### src/rtl/div_arbiter.sv
// div_arbiter: round-robin sharing of one combinational divider between two requesters.
// Operands are registered onto div_a/div_b, held SETTLE cycles, then q/r are returned.
module div_arbiter #(
    parameter int WIDTH  = 6,
    parameter int SETTLE = 2
) (
    input  logic             clk,
    input  logic             rst_n,
    input  logic             req0_valid,
    input  logic             req1_valid,
    output logic             req0_ready,
    output logic             req1_ready,
    input  logic [WIDTH-1:0] req0_a,
    input  logic [WIDTH-1:0] req0_b,
    input  logic [WIDTH-1:0] req1_a,
    input  logic [WIDTH-1:0] req1_b,
    output logic             rsp0_valid,
    output logic             rsp1_valid,
    input  logic             rsp0_ready,
    input  logic             rsp1_ready,
    output logic [WIDTH-1:0] rsp0_q,
    output logic [WIDTH-1:0] rsp0_r,
    output logic [WIDTH-1:0] rsp1_q,
    output logic [WIDTH-1:0] rsp1_r,
    output logic             rsp0_dz,
    output logic             rsp1_dz,
    output logic [WIDTH-1:0] div_a,
    output logic [WIDTH-1:0] div_b,
    input  logic [WIDTH-1:0] div_q,
    input  logic [WIDTH-1:0] div_r
);
    // state | meaning
    // IDLE  | arbitrate and accept at most one request
    // ISSUE | operands held on div_a/div_b, settle counter running down
    // RESP  | owner's response valid, waiting for its rsp ready
    localparam logic [1:0] S_IDLE  = 2'd0;
    localparam logic [1:0] S_ISSUE = 2'd1;
    localparam logic [1:0] S_RESP  = 2'd2;
    localparam logic [3:0] CNT_LOAD = 4'(SETTLE - 1);

    logic [1:0]       r_state;
    logic [3:0]       r_cnt;
    logic             r_owner;
    logic             r_last_grant;
    logic [WIDTH-1:0] r_div_a, r_div_b;
    logic [WIDTH-1:0] r_q0, r_r0, r_q1, r_r1;
    logic             r_dz0, r_dz1;

    logic             w_grant;
    logic             w_accept;
    logic             w_rsp_ready;
    logic [WIDTH-1:0] w_a, w_b;

    // Grant index: lone requester wins, contention goes to the one not served last.
    always_comb begin
        if (req0_valid && req1_valid) begin
            w_grant = ~r_last_grant;
        end else begin
            w_grant = req1_valid;
        end
    end

    assign req0_ready  = (r_state == S_IDLE) && req0_valid && !w_grant;
    assign req1_ready  = (r_state == S_IDLE) && req1_valid && w_grant;
    assign w_accept    = req0_ready || req1_ready;
    assign w_a         = w_grant ? req1_a : req0_a;
    assign w_b         = w_grant ? req1_b : req0_b;
    assign w_rsp_ready = r_owner ? rsp1_ready : rsp0_ready;

    always_ff @(posedge clk) begin
        if (!rst_n) begin
            r_state      <= S_IDLE;
            r_cnt        <= 4'd0;
            r_owner      <= 1'b0;
            r_last_grant <= 1'b1;
            r_div_a      <= '0;
            r_div_b      <= '0;
            r_q0         <= '0;
            r_r0         <= '0;
            r_dz0        <= 1'b0;
            r_q1         <= '0;
            r_r1         <= '0;
            r_dz1        <= 1'b0;
        end else begin
            case (r_state)
                S_IDLE: begin
                    if (w_accept) begin
                        r_div_a      <= w_a;
                        r_div_b      <= w_b;
                        r_owner      <= w_grant;
                        r_last_grant <= w_grant;
                        if (w_b != '0) begin
                            r_state <= S_ISSUE;
                            r_cnt   <= CNT_LOAD;
                        end else begin
                            // Divide by zero never touches the divider.
                            r_state <= S_RESP;
                            if (w_grant) begin
                                {r_q1, r_r1, r_dz1} <= {{WIDTH{1'b1}}, w_a, 1'b1};
                            end else begin
                                {r_q0, r_r0, r_dz0} <= {{WIDTH{1'b1}}, w_a, 1'b1};
                            end
                        end
                    end
                end
                S_ISSUE: begin
                    if (r_cnt == 4'd0) begin
                        r_state <= S_RESP;
                        if (r_owner) begin
                            {r_q1, r_r1, r_dz1} <= {div_q, div_r, 1'b0};
                        end else begin
                            {r_q0, r_r0, r_dz0} <= {div_q, div_r, 1'b0};
                        end
                    end else begin
                        r_cnt <= r_cnt - 4'd1;
                    end
                end
                S_RESP: begin
                    if (w_rsp_ready) begin
                        r_state <= S_IDLE;
                    end
                end
                default: r_state <= S_IDLE;
            endcase
        end
    end

    assign rsp0_valid = (r_state == S_RESP) && !r_owner;
    assign rsp1_valid = (r_state == S_RESP) && r_owner;
    assign rsp0_q     = r_q0;
    assign rsp0_r     = r_r0;
    assign rsp0_dz    = r_dz0;
    assign rsp1_q     = r_q1;
    assign rsp1_r     = r_r1;
    assign rsp1_dz    = r_dz1;
    assign div_a      = r_div_a;
    assign div_b      = r_div_b;

endmodule

### config.mk
export PLATFORM = sky130hd
export DESIGN_NAME = div_arbiter
export DESIGN_NICKNAME = d
export VERILOG_FILES = /design/src/rtl/div_arbiter.sv
export SDC_FILE = /design/constraint.sdc
export NUM_CORES = 1
export LEC_CHECK = 0
export ABC_AREA = 1
export CELL_PAD_IN_SITES_DETAIL_PLACEMENT = 1
export CELL_PAD_IN_SITES_GLOBAL_PLACEMENT = 1
export CORE_UTILIZATION = 32
export CTS_BUF_LIST = sky130_fd_sc_hd__clkbuf_4 sky130_fd_sc_hd__clkbuf_8
export DETAILED_ROUTE_END_ITERATION = 10
export GPL_TIMING_DRIVEN = 0
export PLACE_DENSITY_LB_ADDON = 0.25
export SETUP_SLACK_MARGIN = 0.1
export SLEW_MARGIN = 25
export SYNTH_ARGS = -nofsm -noshare
export SYNTH_HDL_FRONTEND = slang
export SYNTH_SLANG_ARGS = --single-unit
### constraint.sdc
create_clock -name clk -period 1.88 [get_ports clk]
set_input_delay 0.188 -clock clk [delete_from_list [all_inputs] [get_ports clk]]
set_output_delay 0.188 -clock clk [all_outputs]
set_load 0.03 [all_outputs]
[After elaboration in Yosys (flattened, before gate mapping)]
Index checks and enable logic that the tools add are counted.
Storage, ports and cells
  bits in registers: 46
  bits in latches: 0
  memory bits (writable): 0
  bits in read-only memories: 0
  input port bits: 42
  output and inout bits: 42
  logic and storage cells: 94
  memories: 0
Operators by class
  add/subtract/negate cells: 1
  $mul: 0
  div/mod/pow operators: 0
  $lt $le $gt $ge: 0
  eq/ne operators: 12
  shift-type cells: 0
  muxes and demuxes: 49
  bitwise operators: 1
  reduce and logical (&&, ||, !) cells: 19
Operators by type and width (count)
  $mux W6: 22
  $pmux W6 S2: 4
  $ne A2 B2 Y1 const B: 9
  $mux W1: 12
  $mux W4: 3
  $reduce_and A6 Y1: 2
  $mux W2: 4
  $pmux W4 S2: 1
  $logic_and A1 B1 Y1: 7
  $pmux W2 S3: 1
  $reduce_bool A6 Y1: 1
  $logic_not A4 Y1: 1
  $pmux W1 S2: 2
  $reduce_and A4 Y1: 1
  $sub A4 B1 Y4 const B: 1
  $reduce_and A3 Y1: 1
  $eq A2 B1 Y1 const B: 1
  $eq A2 B2 Y1 const B: 1
  $logic_not A1 Y1: 2
  $logic_not A2 Y1: 1
  $ne A2 B1 Y1 const B: 1
  $reduce_and A2 Y1: 1
  $reduce_bool A2 Y1: 1
  $logic_or A1 B1 Y1: 1
  $not A1 Y1: 1

[Longest topological paths before layout]
Gate-level depths: netlist of run 1.
  word-level depth: 7
  mapped depth: 12
  gate-level depth less buffers: 11

[Least setup slack after synthesis of run 1]
Ideal clock, no wire load.
  kind: reg2reg
  start: register r_state[1]
  end: register r_r0[4], in the netlist rsp0_r[4]
  setup time: 115 ps
  arrival: 1407 ps
  data required time: 1765 ps
  slack: 358 ps
  stages on the path, launching flop included: 10
  buffers on the path: 1
  clock period less this slack: 1522 ps
  cells stage by stage: dfxtp_1 -> nor2_4 -> inv_2 -> o21ai_4 -> inv_2 -> nor2_4 -> buf_6 -> nand3_1 -> nand2_1 -> nor2_1
On the way
  cells in the longest elaborated chain, start to end: 6
  elaborated cells between the ends (all ways): 15
  those cells by class: eq/ne: 6; mux: 1; reduce/logical: 8
Ends and longest elaborated chain
  from (decl): line 41  | logic [1:0] r_state;
  from (signal assigned): line 72  | r_state <= S_IDLE;
  from (signal assigned): line 93  | r_state <= S_ISSUE;
  from (signal assigned): line 97  | r_state <= S_RESP;
  $logic_not A2 Y1: line 63, 64, 85
  $logic_and A1 B1 Y1 (on tied branches) (2 in a row): line 63, 64
  $logic_or A1 B1 Y1: line 65  | assign w_accept = req0_ready || req1_ready;
  $ne A2 B2 Y1 (no source line)
  $reduce_and A6 Y1 (no source line)
  to (signal assigned): line 101  | {r_q0, r_r0, r_dz0} <= {{WIDTH{1'b1}}, w_a, 1'b1};
  to (signal assigned): line 112  | {r_q0, r_r0, r_dz0} <= {div_q, div_r, 1'b0};
  to (decl): line 46  | logic [WIDTH-1:0] r_q0, r_r0, r_q1, r_r1;
Several ways; a longest one is shown, not always the timed one.
A chain may end at the register's enable or synchronous reset.

[Final worst setup path of run 1]
  start: register r_state[0]
  end: register r_r0[5], in the netlist rsp0_r[5]
Same word-level chain as after synthesis.

==> qor.txt, run 1 <==
Worst Skew: 0.00546 ns
CP max FO: 7
worst endpoint required time: 2.07 ns
Routed WL per cell: 14.1 um
WL met2: 3630 um
final setup fails: 0
post-synthesis adder-cell area fraction: 1.07%
Max Transition Viols Final: 0
Max Root-Sink Buffers: 2
outcome: finished, final reports clean
number of port buffers: 81
final critical path time including I/O delays and setup: 1.70 ns
multiplexer share of the synthesized area: 0%
Ys Warns: 0
commonest non-fill, non-tap cells in the layout: 76 x clkdlybuf4s50_1, 72 x nand2_1, 43 x dfxtp_1, 41 x nand3_1, 38 x nor2_1
Core Area: 6940 um^2
Unique masters post-synth: 30
largest net degree at the start of global routing: 14
total I/O pin count: 84
GPL Wtd Cong: 0.812
initial antenna violation count: 0
net count after synthesis: 382
Area Growth Syn to Fin: 50.7%
xor and xnor area share after synthesis: 0.749%
Worst Setup Start Kind: flop
# diodes: 0
Synth top area share: 39.4%
met3 wire length: 407 um
grt ovf: 0
Die Y-Extent: 87.5 um
DIE WIDTH: 87.5 um
sequential share of the synthesized area: 39.4%
RSZ-0062 raised after global routing: yes
drt via density: 4.89
Compound-Gate Fraction of Synth Area: 14.5%
slew margin rel.: 65.6%
commonest non-fill, non-tap cell in the layout: clkdlybuf4s50_1
worst slew pin tran: 0.516 ns
CTS Buf Count: 5
# DRC: 0
CTS tree: done
GRT Util Overall: 20.7%
final core utilization: 50.8%
clk sinks: 46
Root Driver: clkbuf_8
die area: 7660 um^2
Starting Density: 33.7%
initial DRC count: 98
Netlist Area Pre-Place: 2340 um^2
final hold slack: 0.302 ns
PwrDens: 1310 nW/um^2
Peak supply drop: 574 uV
H-tree Lvls: 2
row cnt: 30
first drt pass iteration count: 4
post-synth top area cell: dfxtp_1
clock transition at the registers of the reported paths: 0.09 ns
period utilisation layout: 90.6%
CP Capture Type: flop
Final Hold Viols: 0
worst skew pair latency: 0.29 ns
DP HPWL: 5720 um
vias: 2628
largest family of logic cells by synthesized area: simple AND/OR/NAND/NOR gates
worst hold path type: in2reg
crit path DAT: 1.89 ns
WS Path Type: reg2reg
Yosys reg bits: 46
DRT met1 WL: 3420 um
P_leak: 0.00150 uW
Pwr Total: 4610 uW
fmax: 0.587 GHz
nets@finish: 484
DR top layer: met4
layout cells sized above 1: 13.8%
post-synthesis simple-gate area fraction: 35.5%
first-pass GRT wire length: 12300 um
Max Cap Viol: 0
Routed Antenna Nets: 0
Mean Syn Cell Area: 6.92 um^2
reg2reg setup slack: 0.18 ns
top cells by area in the synthesized netlist: dfxtp_1 39%, nand2_1 12%, nand3_1 9.0%, a21oi_1 6.8%, nor2_1 6.4%
vias in the first global route: 2708
Total Wirelength: 7550 um
fillers: 912
Synth Instances: 338
[area by class of cell]
cell class | count | area (um^2) | share of cell area [%]
clock buffer | 7 | 90.1 | 2.55
tap | 96 | 120 | 3.41
timing repair buffer | 95 | 902 | 25.6
sequential | 46 | 925 | 26.2
multi-input combinational | 246 | 1270 | 35.9
clock inverter | 1 | 5.00 | 0.142
buffer | 18 | 113 | 3.19
inverter | 28 | 105 | 2.98
[power by group]
group          total (uW)  internal [uW]  switching [uW]
Sequential           1380           1220             160
Combinational        2580           1050            1530
Clock                 642            312             330
[state kept, by name, summed over array words and instances (netlist names)]
signal	cells
div_a	6
rsp0_r	6
div_b	6
rsp0_q	6
r_last_grant	1
r_cnt	4
rsp1_q	6
r_owner	1
rsp1_dz	1
rsp1_r	6
r_state	2
rsp0_dz	1
[critical path, stage by stage, from the launching register on]
cell	delay (ns)
dfxtp_2	0.37
inv_2	0.08
nor2_4	0.17
inv_2	0.10
o21ai_4	0.20
inv_2	0.12
nor2_4	0.19
buf_4	0.16
nand3_1	0.08
nand2_1	0.08
nor2_1	0.04
[routing by layer]
layer	global-route usage (%)	vias to the layer above
met3	4.83	9
met5	0	-
met4	5.51	0
li1	-	1317
met1	24.9	1231
met2	36.9	71
[kinds of logic (layout without fill, tap and decap cells)]
logic type                 count (synthesis)  count (layout)
xor gates and xnor gates                   2               2
adders and majority gates                  2               2
buffers and inverters                     46             149
DFF                                       46              46
AOI/OAI and AO/OA                         62              62
and+or+nand+nor                          180             180
[stage by stage]
stage	setup TNS [ns]	setup slack, ns	area [um^2]	std cells
3_5_place_dp	-10.32	-0.381	3270	515
5_1_grt	0	0.0680	3530	537
2_1_floorplan	0	0.358	2340	338
3_3_place_gp	-8.61	-0.323	3270	515
4_1_cts	0	0.0786	3430	528
6_report	0	0.177	3530	537
[final timing paths]
check                           cells after the start         to        from
worst min-delay path                                3  rsp0_r[2]       rst_n
worst min register to register                      2  rsp1_q[3]   rsp1_q[3]
worst max register to register                     10  rsp0_r[5]  r_state[0]
worst max-delay path                               10  rsp0_r[5]  r_state[0]
[synthesized netlist by cell type, drive strengths merged]
master,count
inv,28
o21ai,20
nor3,2
buf,12
nand3,44
nand2,79
or2,1
dfxtp,46
ha,2
clkbuf,6
nand3b,4
xnor2,2
and3,1
a21oi,33
nor2,43
o22ai,1
a31oi,8
nand4,6
[timing repair]
action	4_1_cts	5_1_grt
hold buffers	0	0
endpoints found under the hold margin	0	0
setup buffers	5	9
resized for setup	19	12
gates cloned	0	0
pin swaps	3	5
setup endpoints to repair	36	27
Power figures use the tool's default switching activity.
==> run 2: changes to the inputs <==
--- a/config.mk
+++ b/config.mk
@@ -10,6 +10,7 @@
 export CELL_PAD_IN_SITES_GLOBAL_PLACEMENT = 1
 export CORE_UTILIZATION = 32
 export CTS_BUF_LIST = sky130_fd_sc_hd__clkbuf_4 sky130_fd_sc_hd__clkbuf_8
+export CTS_CLUSTER_DIAMETER = 150
 export DETAILED_ROUTE_END_ITERATION = 10
 export GPL_TIMING_DRIVEN = 0
 export PLACE_DENSITY_LB_ADDON = 0.25
==> results of run 2 <==
The final DEF is identical to that of run 1; final timing and power are the same.
==> edit 1: new RTL, config.mk and constraints of run 1 <==
`WIDTH`: 6 -> 12.
--- a/src/rtl/div_arbiter.sv
+++ b/src/rtl/div_arbiter.sv
@@ -1,7 +1,7 @@
 // div_arbiter: round-robin sharing of one combinational divider between two requesters.
 // Operands are registered onto div_a/div_b, held SETTLE cycles, then q/r are returned.
 module div_arbiter #(
-    parameter int WIDTH  = 6,
+    parameter int WIDTH  = 12,
     parameter int SETTLE = 2
 ) (
     input  logic             clk,
Interface: changed (12 resized); port bits go from 84 to 156. No check against the original RTL was run, so the function may have changed too.
==> edit 1 against run 1 <==
  * The flow now finishes with violations (negative setup slack)
  * Non-clock buffer count up 114
  * Worst hold slack worse by 0.078 ns
  * Area after synthesis up 82%
  * Setup slack worse by 0.31 ns
  * Final area up 100%
  * Count of clock-buffer cells in the layout up 7
  * Wire length up 140%
  * Sequential cell count up 36
  * Power up 98%
  * Critical endpoint is now rsp1_q[0]$_SDFFE_PN0P_
  * Highest routed layer unchanged
==> edit 1: results (changes against run 1) <==
Status
  • Status: complete, but fails checks
  • Failing checks: negative setup slack

Clocking
  • Root Buffer: clkbuf_8
  • Worst-Skew Late Latency: 0.38 ns (+0.09 ns)
  • # H-tree levels: 3 (+1)
  • Clock Path Buffers: 2 (unchanged)
  • Worst-path clk slew: around 0.08 ns
  • Number of buffers created by CTS: 9 (+4)

Placed design
  • Cells after DPL: 978 (+90%)
  • IO Port Bufs: 153 (+89%)
  • Hpwl dp: 12.0 mm (+110%)
  • Routability congestion estimate: 0.801 (-1.3%)

Finish
  • # nets final: 930 (+92%)
  • Ant. Diodes: 0 (unchanged)
  • Share of cells above drive strength 1: 24.7% (+11 points)
  • Fillers: 1596 (+75%)

Synth
  • Synth top cells by count: nand2_1 (156), inv_1 (122), dfxtp_1 (82)
  • Dominant cells by area after synthesis: dfxtp_1 (39%), nand2_1 (14%), inv_1 (11%), nand4_1 (7.2%), nor2_1 (6.3%)
  • YS warnings: 0 (unchanged)
  • Synth unique cells: 31 (+3.3%)
  • Synthesized Nets: 733 (+92%)
  • Seq/Total Area, Yosys: 38.5% (-0.85 points)
  • Mapped Cells: 653 (+93%)
  • Synth Flop Type: dfxtp_1
  • Synth async-reset ratio: 0% (unchanged)

Route
  • WL met2: 9.37 mm (+160%)
  • Met3 wire length: 733 um (+80%)
  • Metal-1 WL: 7.35 mm (+110%)
  • WL per Instance: 17.6 um (+25%)
  • DR pass1 iterations: 4 (unchanged)
  • Vias: 5061 (+93%)
  • Final wirelength: 18.0 mm (+140%)
  • Iter 0 DRT Violations: 182 (+86%)
  • Top routing layer used: met4

Power and ir drop
  • Peak supply drop: 0.000653 V (+14%)
  • Sw Pwr: 3.99 mW (+97%)
  • Static leakage: 3.16 nW (+110%)

Global route
  • Met1 Track Usage GR: 28.0% (+3.1 points)
  • Number of global-route vias before repair: 5378 (+99%)
  • Met3 usage: 6.08% (+1.2 points)
  • Met2 GRT Util: 44.6% (+7.7 points)
  • First-pass GRT wire length: 27.2 mm (+120%)
  • Largest net degree at the start of global routing: 13 (-1)
  • Initial antenna violation count: 0 (unchanged)
  • Global Route Usage Sum: 25.0% (+4.3 points)

Setup path
  • CP max FO: 7 (unchanged)
  • Reg-to-reg startpoint: r_last_grant$_SDFFE_PN1P_
  • Worst R2R Path Depth: 13 (+3)
  • Worst reg2reg path endpoint: rsp1_q[0]$_SDFFE_PN0P_
  • Type of destination of the critical path: flip-flop
  • Startpoint Class: flip-flop

STA
  • Setup Viol. Count Final: 50 (+50)
  • Final setup margin: -0.128 ns (-0.305 ns)
  • Rel. slew slack: 48.8% (-17 points)
  • Final clock skew: 0.00693 ns (+0.00147 ns)
  • TNS Setup: -2.97 ns (-2.97 ns)

Hold path
  • Hold crit path type: in -> reg
edit 1: cell count changes in the layout (fill, tap and decap cells not counted), moves of 16 or more:
cell	run 1	this run
nand2_2	2	45
clkdlybuf4s50_1	76	148
inv_1	25	97
inv_2	3	27
nor2_2	1	17
nand2_1	72	92
dfxtp_1	43	80
nand4_1	6	49
a21oi_1	32	15
edit 1: repair_timing:
action / 4_1_cts / 5_1_grt
pin swaps: 28 / 43
setup endpoints to repair: 79 / 79
setup buffers: 13 / 9
resized for setup: 133 / 100
gates cloned: 7 / 4
edit 1: cell families after synthesis:
group	share of synthesized area, %
AOI/OAI and AO/OA	9.72
xor gates and xnor gates	0.411
DFF	38.5
and+or+nand+nor	34.7
buffers and inverters	16.1
adders and majority gates	0.587
edit 1: layout make-up:
class | count | area (sq um) | share of cell area, %
clock buffer | 14 | 193 | 2.68
timing repair buffer | 185 | 1960 | 27.3
sequential | 82 | 1650 | 22.9
inverter | 125 | 470 | 6.56
multi-input combinational | 405 | 2350 | 32.8
buffer | 42 | 312 | 4.34
clock inverter | 1 | 30.0 | 0.418
tap | 172 | 215 | 3.00
edit 1: worst max-delay path: stages, from the launching register on:
cell and delay (ns):
dfxtp_4 0.37, nand2_8 0.13, buf_4 0.13, nand3b_1 0.09
nand2_1 0.15, nand2_2 0.09, nor2_4 0.13, nand3_4 0.12
nand2_8 0.12, buf_12 0.13, buf_6 0.11, nand4_1 0.12
nand2_1 0.13, nor2_1 0.06
edit 1: worst min path at each step:
| stage | start | endpoint | slack (ns) | depth (start not counted) |
|---|---|---|---|---|
| floorplan | req0_a[3] | div_a[3]$_SDFFE_PN0P_ | 0.37 | 2 |
| global placement | rsp1_dz$_SDFFE_PN0P_ | rsp1_dz$_SDFFE_PN0P_ | 0.45 | 2 |
| detailed placement | rsp1_dz$_SDFFE_PN0P_ | rsp1_dz$_SDFFE_PN0P_ | 0.46 | 2 |
| CTS | rst_n | div_b[11]$_SDFFE_PN0P_ | 0.20 | 3 |
| global route | rst_n | div_a[6]$_SDFFE_PN0P_ | 0.23 | 3 |
| finish | rst_n | div_a[1]$_SDFFE_PN0P_ | 0.22 | 3 |
edit 1: power groups by stage:
stage / Sequential, mW / Clock (mW) / Combinational, mW
final: 2.41 / 1.45 / 5.25
after detailed placement: 2.43 / 0 / 3.97
after global routing: 2.45 / 1.54 / 5.62
after global placement: 2.41 / 0 / 3.84
after floorplan: 3.11 / 0 / 1.76
after CTS: 2.40 / 1.47 / 4.59
edit 1: through the flow:
step,setup WS [ns],hold slack (ns),area [sq um]
floorplan,0.128,0.370,4270
global placement,-0.632,0.452,6010
detailed placement,-0.674,0.461,6010
CTS,-0.0368,0.201,6760
global route,-0.197,0.231,7180
finish,-0.128,0.224,7180
==> edit 2: new RTL, settings of run 1 <==
Made on the original files. Register the inputs `div_q` and `div_r` before use. The logic sees them one clock later. The other inputs are not delayed to match.
--- a/src/rtl/div_arbiter.sv
+++ b/src/rtl/div_arbiter.sv
@@ -37,6 +37,14 @@
     localparam logic [1:0] S_ISSUE = 2'd1;
     localparam logic [1:0] S_RESP  = 2'd2;
     localparam logic [3:0] CNT_LOAD = 4'(SETTLE - 1);
+
+    logic [WIDTH-1:0] div_q_q;
+    logic [WIDTH-1:0] div_r_q;
+
+    always_ff @(posedge clk) begin
+        div_q_q <= div_q;
+        div_r_q <= div_r;
+    end
 
     logic [1:0]       r_state;
     logic [3:0]       r_cnt;
@@ -107,9 +115,9 @@
                     if (r_cnt == 4'd0) begin
                         r_state <= S_RESP;
                         if (r_owner) begin
-                            {r_q1, r_r1, r_dz1} <= {div_q, div_r, 1'b0};
+                            {r_q1, r_r1, r_dz1} <= {div_q_q, div_r_q, 1'b0};
                         end else begin
-                            {r_q0, r_r0, r_dz0} <= {div_q, div_r, 1'b0};
+                            {r_q0, r_r0, r_dz0} <= {div_q_q, div_r_q, 1'b0};
                         end
                     end else begin
                         r_cnt <= r_cnt - 4'd1;
Behaviour: not the same (a bounded check fails within 4 cycles, from zero or initial values and one cycle with rst_n low).
==> edit 2 against run 1 <==
  * Critical endpoint is now req0_ready
  * Area after synthesis grew 12%
  * Wire length rose by 3.1%
  * Setup slack got worse by 0.042 ns
  * Power barely moved
  * Largest power group unchanged
  * Final area up 11%
  * Critical path type is now reg -> out
  * Synthesized cell count rose by 6.8%
  * Sequential cell count up 12
==> edit 2: results (changes against run 1) <==
Hold path
  • WHS Path Cells: 3 (unchanged)
  • Hold crit path type: in -> reg
  • Hold path startpoint: rst_n
  • Hold Crit Endpoint: rsp1_q[2]$_SDFFE_PN0P_

Setup path
  • Largest stage delay, worst path: 0.39 ns (+0.02 ns)
  • CP max FO: 5 (-2)
  • Worst R2R Path Depth: 9 (-1)
  • Worst reg2reg path endpoint: rsp1_r[3]$_SDFFE_PN0P_
  • Reg-to-reg startpoint: r_state[1]$_SDFFE_PN0P_
  • Cell family with most CP delay: simple AND/OR/NAND/NOR gates
  • Reg2reg setup slack: 0.17 ns
  • Crit path DAT: 1.56 ns (-0.33 ns)
  • Critical path's slowest cell: dfxtp_1

Power and ir drop
  • Peak supply drop: 0.000433 V (-25%)
  • Int Pwr: 2.82 mW (+9.1%)
  • Static leakage: 1.66 nW (+11%)

Global route
  • Global Route Usage Sum: 19.2% (-1.5 points)
  • Largest net degree at the start of global routing: 12 (-2)
  • Initial antenna violation count: 0 (unchanged)
  • First-pass GRT wire length: 12.7 mm (+3.3%)

Clocking
  • Clock Path Buffers: 2 (unchanged)
  • Worst-path clk slew: 0.07 ns (-0.02 ns)
  • Number of buffers created by CTS: 9 (+4)
  • Worst-Skew Late Latency: 0.34 ns (+0.05 ns)
  • Root Buffer: clkbuf_8
  • # H-tree levels: 3 (+1)

Route
  • DR pass1 iterations: 4 (unchanged)
  • Vias: 2657 (+1.1%)
  • Iter 0 DRT Violations: 53 (-46%)
  • WL per Instance: 13.7 um (-2.7%)

Synth
  • Synth top cells by count: nand2_1 (81), dfxtp_1 (58), nor2_1 (52)
  • YS warnings: 0 (unchanged)
  • Dominant cells by area after synthesis: dfxtp_1 (44%), nand2_1 (12%), nor2_1 (7.5%), a21oi_1 (6.1%), nand3_1 (6.1%)
  • Synth async-reset ratio: 0% (unchanged)
  • Synth Flop Type: dfxtp_1
  • Number of flops mapped to enable cells by yosys: 0 (unchanged)
  • Synthesized Nets: 405 (+6.0%)
  • Seq/Total Area, Yosys: 44.4% (+5.1 points)
  • Synth unique cells: 29 (-3.3%)

Placed design
  • IO Port Bufs: 82 (+1.2%)
  • Routability congestion estimate: 0.759 (-6.4%)
  • Pre-CTS setup slack: -0.449 ns (-0.0673 ns)
  • Hpwl dp: 5.70 mm (-0.31%)

Finish
  • # nets final: 506 (+4.5%)
  • Fillers: 964 (+5.7%)
  • Share of cells above drive strength 1: 14.3% (+0.51 points)
  • Ant. Diodes: 0 (unchanged)

Status
  • Status: completed

STA
  • Rel. slew slack: 64.4% (-1.3 points)
  • Final clock skew: 0.00926 ns (+0.00380 ns)
  • Hold WS: 0.166 ns (-0.137 ns)
-- edit 2: changes by cell type after synthesis, moves of 2 or more --
cell / delta
clkbuf_1: -4
dfxtp_1: +12
buf_6: +2
nand3_1: -10
buf_2: +2
inv_1: +7
nand2_1: +7
a31oi_1: -8
nor2_1: +12
a211oi_1: +10
nor2_4: -2
o21ai_0: -5
-- edit 2: layer usage --
layer	part of all wire, %	wire (um)	up-vias	global-route usage, %
met5	0	0	-	0
met4	2.2	171	0	7.42
met3	4.0	310	16	5.42
met2	48	3740	51	32.0
met1	46	3570	1223	23.5
li1	-	-	1367	-
-- edit 2: stage by stage --
step	total power [mW]	std cells	cell area [sq um]	util, %
3_5_place_dp	3.35	545	3560	45.6
6_report	4.61	569	3900	50.0
3_3_place_gp	3.31	545	3560	45.6
4_1_cts	4.57	565	3820	49.0
5_1_grt	4.89	569	3900	50.0
2_1_floorplan	2.70	361	2610	-
-- edit 2: final cells by class --
cell class	count	share of cell area, %
Buffer	18	3.27
Clock buffer	9	3.17
Clock inverter	7	1.76
Inverter	36	3.53
Multi-Input combinational cell	249	32.3
Sequential cell	58	29.8
Tap cell	102	3.27
Timing Repair Buffer	90	22.9
-- edit 2: cell families (layout without fill, tap and decap cells) --
group | Yosys count | in the layout | share of synthesized area (%)
xor gates and xnor gates | 2 | 2 | 0.670
buffers and inverters | 54 | 160 | 9.57
AOI/OAI and AO/OA | 57 | 57 | 12.2
DFF | 58 | 58 | 44.4
adders and majority gates | 2 | 2 | 0.957
and+or+nand+nor | 188 | 188 | 32.2
-- edit 2: power groups by stage --
stage	logic, mW	registers [mW]	clock network, mW
5_1_grt	2.10	1.57	1.22
3_3_place_gp	1.75	1.56	0
6_report	1.93	1.55	1.13
2_1_floorplan	0.852	1.85	0
3_5_place_dp	1.78	1.57	0
4_1_cts	1.87	1.55	1.16
-- edit 2: worst max-delay path by stage --
stage                               from                   end  slack, ns  depth (start not counted)
2_1_floorplan  r_last_grant$_SDFFE_PN1P_  r_owner$_SDFFE_PN0P_       0.35                          7
4_1_cts        r_last_grant$_SDFFE_PN1P_            req1_ready       0.08                          6
6_report         r_state[1]$_SDFFE_PN0P_            req0_ready       0.14                          4
5_1_grt          r_state[1]$_SDFFE_PN0P_            rsp1_valid       0.02                          5
3_5_place_dp                  req0_valid            req1_ready      -0.45                          7
3_3_place_gp                  req0_valid            req1_ready      -0.43                          7
-- edit 2: tightest hold or removal path, cell delays in order --
cell	delay (ns)
buf_2	0.16
nand2_1	0.08
a21oi_1	0.03
-- edit 2: timing repair --
action | CTS | global route
resized for setup | 22 | 17
pin swaps | 2 | 3
buffers inserted | 4 | 4
endpoints found under the setup margin | 22 | 30
